<file path="config.mk">
export PLATFORM = sky130hd
export DESIGN_NAME = addsub_share_ctrl
export DESIGN_NICKNAME = d
export VERILOG_FILES = /design/src/rtl/addsub_share_ctrl.sv
export SDC_FILE = /design/constraint.sdc
export NUM_CORES = 1
export LEC_CHECK = 0
export ABC_AREA = 1
export BUFFER_PORTS_ARGS = -buffer_cell sky130_fd_sc_hd__buf_2
export CAP_MARGIN = 0
export CORE_MARGIN = 10
export CORE_UTILIZATION = 53
export CTS_BUF_LIST = sky130_fd_sc_hd__clkbuf_16
export DETAILED_ROUTE_END_ITERATION = 16
export GPL_ROUTABILITY_DRIVEN = 0
export PLACE_DENSITY_LB_ADDON = 0.3
export SYNTH_ARGS = -nofsm -noshare
export SYNTH_HDL_FRONTEND = slang
export SYNTH_SLANG_ARGS = --single-unit
</file>
<file path="constraint.sdc">
create_clock -name clk -period 3.8 [get_ports clk]
set_input_delay 0.19 -clock clk [delete_from_list [all_inputs] [get_ports clk]]
set_output_delay 0.19 -clock clk [all_outputs]
set_load 0.02 [all_outputs]
</file>
<file path="src/rtl/addsub_share_ctrl.sv">
// Round-robin arbiter and sequencer sharing one HALF_W-bit add/sub datapath between
// two requesters; each DATA_W op runs as a low pass then a high pass with chained carry.
module addsub_share_ctrl #(
  parameter int DATA_W = 32
) (
  input  logic              clk,
  input  logic              rst,
  input  logic              req0_valid,
  output logic              req0_ready,
  input  logic [DATA_W-1:0] req0_a,
  input  logic [DATA_W-1:0] req0_b,
  input  logic              req0_sub,
  input  logic              req1_valid,
  output logic              req1_ready,
  input  logic [DATA_W-1:0] req1_a,
  input  logic [DATA_W-1:0] req1_b,
  input  logic              req1_sub,
  output logic              rsp_valid,
  input  logic              rsp_ready,
  output logic              rsp_id,
  output logic [DATA_W-1:0] rsp_result,
  output logic              rsp_carry,
  output logic              rsp_ovf,
  output logic              rsp_zero
);
  localparam int HALF_W = DATA_W / 2;

  typedef enum logic [1:0] {IDLE, LO, HI, DONE} state_t;

  // Handshake: a request is accepted on a rising edge where valid && ready; the
  // response is consumed on a rising edge where rsp_valid && rsp_ready.
  state_t            state;
  logic              last_grant;
  logic              grant;
  logic [DATA_W-1:0] a_q;
  logic [DATA_W-1:0] b_q;
  logic              sub_q;
  logic              id_q;
  logic [HALF_W-1:0] lo_q;
  logic              c_lo_q;

  logic [DATA_W-1:0] b_eff;
  logic [HALF_W-1:0] add_x;
  logic [HALF_W-1:0] add_y;
  logic              add_cin;
  logic [HALF_W:0]   add_sum;
  logic [DATA_W-1:0] full_res;

  // Round robin only matters when both ask; a lone requester always wins.
  assign grant      = (req0_valid && req1_valid) ? ~last_grant : req1_valid;
  assign req0_ready = !rst && (state == IDLE) && req0_valid && !grant;
  assign req1_ready = !rst && (state == IDLE) && req1_valid && grant;

  assign b_eff = sub_q ? ~b_q : b_q;

  always_comb begin
    add_x   = a_q[HALF_W-1:0];
    add_y   = b_eff[HALF_W-1:0];
    add_cin = sub_q;
    if (state == HI) begin
      add_x   = a_q[DATA_W-1:HALF_W];
      add_y   = b_eff[DATA_W-1:HALF_W];
      add_cin = c_lo_q;
    end
  end

  // The one shared adder, used by both passes.
  assign add_sum  = {1'b0, add_x} + {1'b0, add_y} + {{HALF_W{1'b0}}, add_cin};
  assign full_res = {add_sum[HALF_W-1:0], lo_q};

  always_ff @(posedge clk) begin
    if (rst) begin
      state      <= IDLE;
      last_grant <= 1'b1;
      a_q        <= '0;
      b_q        <= '0;
      sub_q      <= 1'b0;
      id_q       <= 1'b0;
      lo_q       <= '0;
      c_lo_q     <= 1'b0;
      rsp_valid  <= 1'b0;
      rsp_id     <= 1'b0;
      rsp_result <= '0;
      rsp_carry  <= 1'b0;
      rsp_ovf    <= 1'b0;
      rsp_zero   <= 1'b0;
    end else begin
      case (state)
        IDLE: begin
          if (req0_ready || req1_ready) begin
            a_q        <= grant ? req1_a : req0_a;
            b_q        <= grant ? req1_b : req0_b;
            sub_q      <= grant ? req1_sub : req0_sub;
            id_q       <= grant;
            last_grant <= grant;
            state      <= LO;
          end
        end
        LO: begin
          lo_q   <= add_sum[HALF_W-1:0];
          c_lo_q <= add_sum[HALF_W];
          state  <= HI;
        end
        HI: begin
          rsp_result <= full_res;
          rsp_carry  <= add_sum[HALF_W];
          rsp_ovf    <= (a_q[DATA_W-1] == b_eff[DATA_W-1]) &&
                        (full_res[DATA_W-1] != a_q[DATA_W-1]);
          rsp_zero   <= (full_res == '0);
          rsp_id     <= id_q;
          rsp_valid  <= 1'b1;
          state      <= DONE;
        end
        DONE: begin
          if (rsp_ready) begin
            rsp_valid <= 1'b0;
            state     <= IDLE;
          end
        end
        default: state <= IDLE;
      endcase
    end
  end
endmodule

</file>
==> flow_summary_export.csv, run 1 <==
group,metric,value,unit
outcome,outcome,"completed",
global_route,grt_pass1_wl,34000,um
place,hpwl,15340,um
pwr,p_leak,4.057,nW
clocking,cts_buffer_depth,2,
critical_path,path_buf_inv,3,
clocking,cts-buffers-inserted,17,
routing,drt_pre_antenna_iters,8,
timing,fin_crit,3246,ps
logic_synthesis,synthCells,956,
timing,skew,9.605,ps
pwr,p_total,8.481,mW
critical_path,crit_path_max_incr_delay,480,ps
clocking,clk_latency,420,ps
timing,hold_viol,0,
die,dieHeight,131.4,um
critical_path,crit_type,"reg -> reg",
timing,grt_setup_unrepaired,"no",
routing,routed_wl,20820,um
logic_synthesis,ys_ff_latch,123,
layout,diodes,0,
die,start_util,54.35,%
critical_path,crit_path_start_kind,"register",
clocking,tritoncts,"built",
logic_synthesis,ys_warn_count,0,
timing,max_freq,308.1,MHz
clocking,cts_resized,0,
logic_synthesis,ys_seq_area_share,37.41,%
logic_synthesis,synth-compound-area-share,24.18,%
critical_path,critPathCaptureType,"register",
min_path,hold_depth,3,
critical_path,cp_cell_sequence,"inv_1 > ha_1 > clkinv_1 > nand2_1 > nand2_1 > xnor2_1 > fa_1 > inv_1 > fa_1 > nor2_1 > nand3_1 > nor2_1 > nand3_1 > nor2_2 > nand2_1 > nor2_2 > nand3_1 > a21oi_2",
critical_path,cp_data_required_time,4150,ps
logic_synthesis,synth_simple_gate_area_share,21.44,%
global_route,grt_max_degree,68,
logic_synthesis,netlist_area,0.006583,mm2
pwr,vdd_drop_max,524.2,uV
routing,drtAntennaViolNets,0,
layout,fillers,1139,
layout,drive_above_1_share,21.95,%
critical_path,critical_path.top_delay_family,"adder cells",
global_route,grt_pass1_vias,6795,
critical_path,regToRegStartpoint,"state[0]",
logic_synthesis,synthXorXnorAreaFrac,2.528,%
critical_path,crit_fanout,17,
clocking,cts_root_buf,"clkbuf_16",
min_path,hp-class,"in -> reg",
layout,fin_area,0.008108,mm2
routing,detail_route.wl_per_cell,16.33,um
die,die-area,0.01728,mm2
timing,setup_viol,0,
logic_synthesis,synthMuxAreaShare,0.3041,%
layout,syn_to_final_growth,23.17,%
routing,initialDrtViolationCount,600,
die,die_width,131.4,um
pwr,p_per_area,1046,mW/mm2
critical_path,r2r_slack,550,ps
global_route,antenna_found_initial,0,
die,core_area,0.01211,mm2
global_route,overflow,0,
critical_path,crit_path_top_delay_cell,"fa_1",
layout,nNetsFinal,1251,
clocking,htreeDepth,4,
min_path,min_from,"req0_b[27]",
clocking,cts.sinks,123,
timing,slew_headroom,21.84,%
clocking,cts_setup_buffers,0,
timing,post-route-period-util,85.42,%
timing,finalSetupTns,0,ps
logic_synthesis,ys_types,34,
logic_synthesis,avgSynthCellArea,6.886,um2
critical_path,arrival,3600,ps
logic_synthesis,syn_nets,1113,
place,post_dp_cell_area,0.007485,mm2
routing,drcViolationCount,0,
logic_synthesis,synth_top_family_by_area,"compound AO/OA/AOI/OAI gates",
place,io_buffer_count,173,
clocking,path_clk_slew,60,ps
global_route,grt_util_all_layers,23.47,%
timing,drv_slew,0,
clocking,holdBufCountCts,0,
routing,vias_per_cell,5.486,
routing,vias,6995,
die,rows,40,
run,drv_cap,0,
timing,tightest_slew,1168,ps
die,io_pins,174,
critical_path,reg2reg_depth,18,
logic_synthesis,synthAdderAreaFrac,4.410,%
critical_path,r2r_end,"rsp_zero",
min_path,whs_endpoint,"b_q[27]",
==> cell usage in the layout, fill, tap and decap left out, types with 2 or more instances in the layout <==
master     netlist  final
a21oi_1        189    189
and2_1           2      2
buf_2           14    173
buf_4            0      9
bufinv_16        0      4
clkbuf_16        0     17
clkinv_1         1      2
clkinv_2         0      2
clkinv_4         0      3
dfxtp_1        123    123
fa_1             2      2
ha_1            20     20
inv_1          101    101
inv_2            1      2
inv_6            0      3
mux2i_1          2      2
nand2_1        160    158
nand2_2         17     19
nand3_1         68     68
nand3_2          3      3
nand3b_1         2      2
nand4_1          7      7
nor2_1          58     58
nor2_2           4      4
o211ai_1        21     21
o21ai_0         68     68
o22ai_1         16     16
xnor2_1          2      2
xor2_1          17     17
==> cell usage after synthesis <==
library cell / instances / share of area, %
buf_2: 14 / 1.1
clkbuf_1: 42 / 2.4
inv_1: 101 / 5.8
buf_1: 7 / 0.40
a21oi_1: 189 / 14
mux2i_1: 2 / 0.30
o211ai_1: 21 / 2.4
nor2_1: 58 / 3.3
a31oi_1: 1 / 0.095
o21ai_2: 1 / 0.13
nor3_1: 1 / 0.076
nand3_2: 3 / 0.46
xor2_1: 17 / 2.3
and2_1: 2 / 0.19
nand3_1: 68 / 5.2
fa_1: 2 / 0.61
o21ai_0: 68 / 5.2
nand3b_1: 2 / 0.23
a22oi_1: 1 / 0.11
o22ai_1: 16 / 1.5
inv_2: 1 / 0.057
a211oi_1: 1 / 0.11
or2_4: 1 / 0.13
nand4_1: 7 / 0.67
nor2_2: 4 / 0.38
o32ai_1: 1 / 0.13
a21oi_2: 1 / 0.13
ha_1: 20 / 3.8
xnor2_1: 2 / 0.27
dfxtp_1: 123 / 37
nand2_1: 160 / 9.1
nand2_2: 17 / 1.6
and3_1: 1 / 0.095
clkinv_1: 1 / 0.057
==> power breakdown <==
part	internal [mW]	switching, mW	leakage [nW]
registers	1.85	0.332	1.02
clock network	1.10	0.605	0.307
logic	1.52	3.08	2.73
==> logic make-up (layout without fill, tap and decap cells) <==
kind of cell / Yosys count / after routing
XOR/XNOR: 19 / 19
multiplexers: 2 / 2
AND/OR/NAND/NOR: 324 / 324
adder cells (fa/ha/maj): 22 / 22
flip-flops: 123 / 123
AO/OA/AOI/OAI: 300 / 300
buffers and inverters: 166 / 317
==> final cells by class <==
class / count / area [um2] / area share, %
Multi-Input combinational cell: 667 / 3492 / 43.07
Sequential cell: 123 / 2462 / 30.37
Timing Repair Buffer: 182 / 933.4 / 11.51
Clock buffer: 17 / 425.4 / 5.247
Inverter: 103 / 386.6 / 4.769
Tap cell: 168 / 210.2 / 2.593
Clock inverter: 15 / 197.7 / 2.438
==> through the flow <==
| step | util [%] | instances | hold slack, ps | worst slack [ps] |
|---|---|---|---|---|
| CTS | 66.94 | 1275 | 13.44 | 546.8 |
| global route | 66.94 | 1275 | 30.65 | 241.0 |
| global placement | 61.80 | 1243 | 443.3 | 723.8 |
| detailed placement | 61.80 | 1243 | 446.6 | 599.0 |
| finish | 66.94 | 1275 | 21.09 | 553.9 |
| floorplan | - | 956 | 346.2 | 718.4 |
==> routing by layer <==
layer	share of wire, %	wire length, um	vias up	GRT usage [%]
li1	-	-	3466	-
met1	43	8891	3174	29.61
met2	46	9619	326	37.14
met3	9.3	1938	29	7.546
met4	1.8	367	0	7.478
met5	0	0	-	0
==> worst reg2reg max path: stages, from the launching register on <==
cell	delay [ps]
dfxtp_1	330
inv_1	120
ha_1	190
clkinv_1	320
nand2_1	150
nand2_1	70
xnor2_1	140
fa_1	400
inv_1	120
fa_1	480
nor2_1	120
nand3_1	80
nor2_1	100
nand3_1	90
nor2_2	100
nand2_1	60
nor2_2	80
nand3_1	80
a21oi_2	130
==> flip-flops by register name (all words and copies together) (netlist names) <==
signal,cells
sub_q,1
b_q,32
rsp_valid,1
rsp_zero,1
c_lo_q,1
last_grant,1
rsp_result,32
lo_q,16
a_q,32
state,2
rsp_ovf,1
rsp_carry,1
id_q,1
rsp_id,1
==> how the worst max path moves through the flow <==
stage	from	endpoint	slack (ps)	cells past startpoint
finish	state[0]	rsp_zero	550	18
global route	state[0]	rsp_zero	240	18
CTS	state[0]	rsp_zero	550	18
detailed placement	state[0]	rsp_zero	600	18
global placement	state[0]	rsp_zero	720	18
floorplan	state[0]	rsp_zero	720	19
Power figures use the tool's default switching activity.
==> run 2, diff against run 1 <==
CORE_ASPECT_RATIO = 1.1   (was default)
==> run 2 against run 1 <==
Clock skew is 2.9 ps lower. Sequential cell count is the same. Sequential share of layout area increased by 0.25 points. Via count grew 0.49%. Power fell by 1.8%. Critical endpoint is now rsp_carry.
==> flow_summary_export.csv, run 2 (synthesized netlist as in run 1, its figures left out) <==
group,metric,value,unit
timing,grt_setup_unrepaired,"no",
layout,syn_to_final_growth,22.16,%
timing,whs,22.92,ps
global_route,grt_pass1_wl,33580,um
clocking,cts_resized,0,
run,drv_cap,0,
critical_path,critPathCaptureType,"register",
place,placedCellCount,1231,
pwr,swShare,48.06,%
layout,layout_commonest_cell,"a21oi_1",
clocking,cts_root_buf,"clkbuf_16",
critical_path,crit_path_top_delay_cell,"dfxtp_1",
clocking,tritoncts,"built",
routing,detail_route.wl_per_cell,16.27,um
global_route,antenna_found_initial,0,
critical_path,crit_path_max_incr_delay,330,ps
routing,routed_wl,20550,um
critical_path,critPathMostFrequentCell,"nand2_2",
timing,slew_headroom,38.19,%
layout,fillers,1091,
die,rows,42,
critical_path,regToRegStartpoint,"state[0]",
clocking,htreeDepth,4,
critical_path,crit_path_start_kind,"register",
clocking,cts-buffers-inserted,17,
clocking,clk_latency,420,ps
critical_path,crit_path_start,"state[0]",
place,pre_cts_slack,617.4,ps
timing,skew,6.748,ps
clocking,path_clk_slew,60,ps
timing,drv_slew,0,
layout,reg.largest.list,"a_q (32), b_q (32), rsp_result (32)",
clocking,cts_setup_buffers,0,
critical_path,cp_data_required_time,4110,ps
pwr,vdd_drop_max,521.3,uV
routing,drtAntennaViolNets,0,
timing,fin_crit,3207,ps
clocking,cts.sinks,123,
pwr,p_comb_share,55.1,%
layout,nNetsFinal,1253,
die,dieHeight,136.9,um
layout,instances_no_fill,1263,
critical_path,reg2reg_depth,18,
die,core_area,0.01209,mm2
timing,post-route-period-util,84.40,%
global_route,grt_max_degree,67,
pwr,p_int,4.326,mW
place,hpwl,15200,um
routing,drcViolationCount,0,
place,post_dp_cell_area,0.007482,mm2
pwr,p_sw,4.003,mW
layout,fin_area,0.008041,mm2
min_path,whs_endpoint,"b_q[22]",
die,die-area,0.01728,mm2
outcome,outcome,"completed",
pwr,power_frac_seq,26.4,%
pwr,p_leak,4.034,nW
die,io_pins,174,
clocking,holdBufCountCts,0,
global_route,grt_pass1_vias,6873,
min_path,hp-class,"in -> reg",
critical_path,path_buf_inv,4,
routing,vias_per_cell,5.565,
critical_path,r2r_end,"rsp_carry",
pwr,pwr-share-clk,18.5,%
clocking,cts_buffer_depth,2,
routing,initialDrtViolationCount,666,
critical_path,arrival,3510,ps
min_path,min_from,"req0_b[22]",
layout,mostFrequentLayoutCells,"a21oi_1, buf_2, nand2_1",
timing,fin_ws,592.7,ps
global_route,overflow,0,
die,start_util,54.46,%
timing,max_freq,311.8,MHz
layout,drive_above_1_share,21.93,%
timing,tightest_slew,927.2,ps
die,die_width,126.3,um
critical_path,cp_cell_sequence,"inv_1 > ha_1 > clkinv_1 > buf_4 > o21ai_0 > xor2_1 > ha_1 > or2_4 > nand3_2 > nand2_2 > nand2_2 > nand2_2 > nand2_2 > nand2_1 > a21oi_1 > nand2_1 > o211ai_1 > inv_1",
timing,finalSetupTns,0,ps
timing,setup_viol,0,
timing,hold_viol,0,
critical_path,r2r_slack,590,ps
pwr,p_per_area,1036,mW/mm2
critical_path,crit_fanout,13,
critical_path,critical_path.top_delay_family,"simple AND/OR/NAND/NOR gates",
min_path,hold_depth,3,
routing,vias,7029,
place,io_buffer_count,173,
routing,drt_pre_antenna_iters,5,
critical_path,crit_type,"reg -> reg",
global_route,grt_util_all_layers,23.24,%
-- run 2: how the worst max path moves through the flow --
stage | slack (ps) | depth (start not counted) | endpoint
finish | 590 | 18 | rsp_carry
global route | 240 | 19 | rsp_result[31]
CTS | 580 | 18 | rsp_carry
detailed placement | 620 | 18 | rsp_carry
global placement | 700 | 19 | rsp_zero
floorplan | 720 | 19 | rsp_zero
-- run 2: worst min-delay path, stage by stage --
cell and delay, ps:
buf_2 70, a21oi_1 30, o22ai_1 100
-- run 2: cell type report --
class / count / area [um2] / area share, %
Antenna cell: 1 / 2.502 / 0.03112
Clock buffer: 17 / 425.4 / 5.290
Clock inverter: 14 / 131.4 / 1.634
Inverter: 103 / 386.6 / 4.808
Multi-Input combinational cell: 667 / 3492 / 43.43
Sequential cell: 123 / 2462 / 30.62
Tap cell: 154 / 192.7 / 2.396
Timing Repair Buffer: 184 / 948.4 / 11.79
-- run 2: power groups by stage --
stage | clock network (mW) | registers (mW) | logic [mW]
final | 1.54 | 2.20 | 4.59
after global routing | 1.60 | 2.25 | 5.18
after CTS | 1.54 | 2.19 | 4.56
after detailed placement | 0 | 2.20 | 4.51
after global placement | 0 | 2.19 | 4.46
after floorplan | 0 | 2.27 | 3.17
-- run 2: through the flow --
stage / utilization, % / power (mW)
6_report: 66.53 / 8.329
3_3_place_gp: 61.90 / 6.651
4_1_cts: 66.51 / 8.285
5_1_grt: 66.51 / 9.032
2_1_floorplan: - / 5.440
3_5_place_dp: 61.90 / 6.714
-- run 2: routing by layer --
| layer | track usage (%) | vias to the layer above | wire length [um] |
|---|---|---|---|
| met5 | 0 | - | 0 |
| met4 | 7.848 | 0 | 441 |
| met3 | 7.817 | 38 | 1862 |
| met2 | 37.97 | 320 | 9648 |
| met1 | 28.11 | 3207 | 8600 |
| li1 | - | 3464 | - |
==> run 3, diff against run 2 <==
CORE_UTILIZATION = 48   (was 53)
clock period = 2.7 ns   (was 3.8 ns; I/O delays follow)
==> run 3 against run 2 <==
The run now ends with setup timing left. Clock skew rose by 4.8 ps. Largest cell class unchanged. Non-clock buffer count increased by 153. Clock power increased by 50%. First-iteration DRC count is 10% higher. Sequential power increased by 43%. Critical endpoint is now rsp_zero.
==> flow_summary_export.csv, run 3 (synthesized netlist as in run 1, its figures left out) <==
group,metric,value,unit
critical_path,regToRegStartpoint,"state[0]",
run,drv_cap,0,
critical_path,arrival,3110,ps
pwr,p_leak,4.843,nW
routing,drcViolationCount,0,
layout,fillers,1031,
die,rows,44,
routing,drtAntennaViolNets,0,
critical_path,cp_data_required_time,3060,ps
die,die-area,0.01880,mm2
die,start_util,49.41,%
pwr,p_per_area,1449,mW/mm2
layout,drive_above_1_share,26.15,%
layout,instances_no_fill,1445,
routing,vias_per_cell,5.494,
timing,setup_viol,3,
timing,drv_slew,0,
layout,reg.largest.list,"a_q (32), b_q (32), rsp_result (32)",
clocking,cts-buffers-inserted,17,
routing,detail_route.wl_per_cell,17.38,um
layout,syn_to_final_growth,49.10,%
routing,vias,7939,
routing,initialDrtViolationCount,733,
critical_path,crit_path_start,"state[0]",
global_route,antenna_found_initial,2,
place,pre_cts_slack,-97.71,ps
die,dieHeight,142.8,um
place,post_dp_cell_area,0.007866,mm2
clocking,clk_latency,430,ps
global_route,grt_pass1_vias,7907,
routing,routed_wl,25110,um
routing,drt_pre_antenna_iters,7,
die,io_pins,174,
timing,hold_viol,0,
clocking,path_clk_slew,50,ps
layout,multi_input_area,0.003701,mm2
layout,mostFrequentLayoutCells,"a21oi_1, buf_2, nand2_1",
global_route,grt_pass1_wl,39340,um
layout,nNetsFinal,1406,
timing,slew_headroom,51.19,%
clocking,cts_root_buf,"clkbuf_16",
timing,whs,7.530,ps
clocking,cts_buffer_depth,2,
clocking,cts.sinks,123,
layout,fin_area,0.009814,mm2
outcome,violations,"setup timing",
die,die_width,131.7,um
global_route,grt_util_all_layers,25.51,%
timing,fin_ws,-51.17,ps
critical_path,r2r_slack,-50,ps
die,core_area,0.01332,mm2
timing,max_freq,363.5,MHz
clocking,tritoncts,"built",
critical_path,cp-endpoint,"rsp_zero",
outcome,outcome,"finished with violations",
timing,finalSetupTns,-124.8,ps
pwr,vdd_drop_max,766.7,uV
critical_path,r2r_end,"rsp_zero",
timing,grt_setup_unrepaired,"yes",
timing,tightest_slew,729.5,ps
clocking,htreeDepth,4,
global_route,grt_max_degree,66,
critical_path,crit_path_start_kind,"register",
global_route,overflow,0,
place,io_buffer_count,173,
layout,layout_commonest_cell,"a21oi_1",
layout,seq_area,0.002465,mm2
timing,skew,11.51,ps
critical_path,crit_fanout,23,
critical_path,reg2reg_depth,20,
place,placedCellCount,1295,
min_path,hp-class,"in -> reg",
timing,post-route-period-util,101.9,%
critical_path,critPathCaptureType,"register",
place,hpwl,16100,um
critical_path,crit_type,"reg -> reg",
timing,fin_crit,2751,ps
pwr,p_total,14.22,mW
min_path,min_from,"req0_a[22]",
layout,utilization,73.67,%
## run 3: report_power, final
| part | internal [mW] | switching [mW] | leakage (nW) |
|---|---|---|---|
| combinational | 3.72 | 5.04 | 3.54 |
| clock | 1.50 | 0.803 | 0.284 |
| sequential | 2.60 | 0.551 | 1.02 |
## run 3: cell type report
type | instances | area share (%)
multi-input combinational | 667 | 37.71
inverter | 103 | 4.067
clock buffer | 17 | 4.335
clock inverter | 11 | 1.594
antenna | 3 | 0.07649
timing repair buffer | 337 | 24.76
sequential | 123 | 25.11
tap | 184 | 2.346
## run 3: critical path: stages (launching register included)
cell and delay [ps]:
dfxtp_2 320, inv_2 70, ha_4 190, inv_8 60
buf_12 150, nand2_1 60, nand2_1 60, xor2_1 140
ha_1 360, buf_4 170, nand2_1 110, nor2_2 150
and2_1 180, nand2_2 80, nand2_2 90, nand2_4 60
nand2_4 70, nand2_2 50, nor2_2 110, nand3_2 70
a21oi_2 110
## run 3: how the worst min path moves through the flow
stage / to / slack, ps / cells past startpoint
6_report: a_q[22] / 8 / 3
4_1_cts: b_q[5] / 0.2 / 3
3_3_place_gp: a_q[24] / 390 / 3
2_1_floorplan: lo_q[10] / 290 / 3
5_1_grt: b_q[10] / 20 / 3
3_5_place_dp: a_q[24] / 400 / 3
## run 3: what timing repair did
item                                    4_1_cts  5_1_grt
buffers inserted                              0        9
pin swaps                                     3        9
resized for setup                             8       51
endpoints found under the hold margin        61        0
hold buffers                                110        0
endpoints found under the setup margin        4       63
## run 3: routing by layer
metal / vias up / routed length [um] / track usage [%]
li1: 3776 / - / -
met1: 3689 / 9498 / 28.18
met2: 390 / 12330 / 42.63
met3: 84 / 2141 / 7.509
met4: 0 / 1140 / 16.11
met5: - / 0 / 0
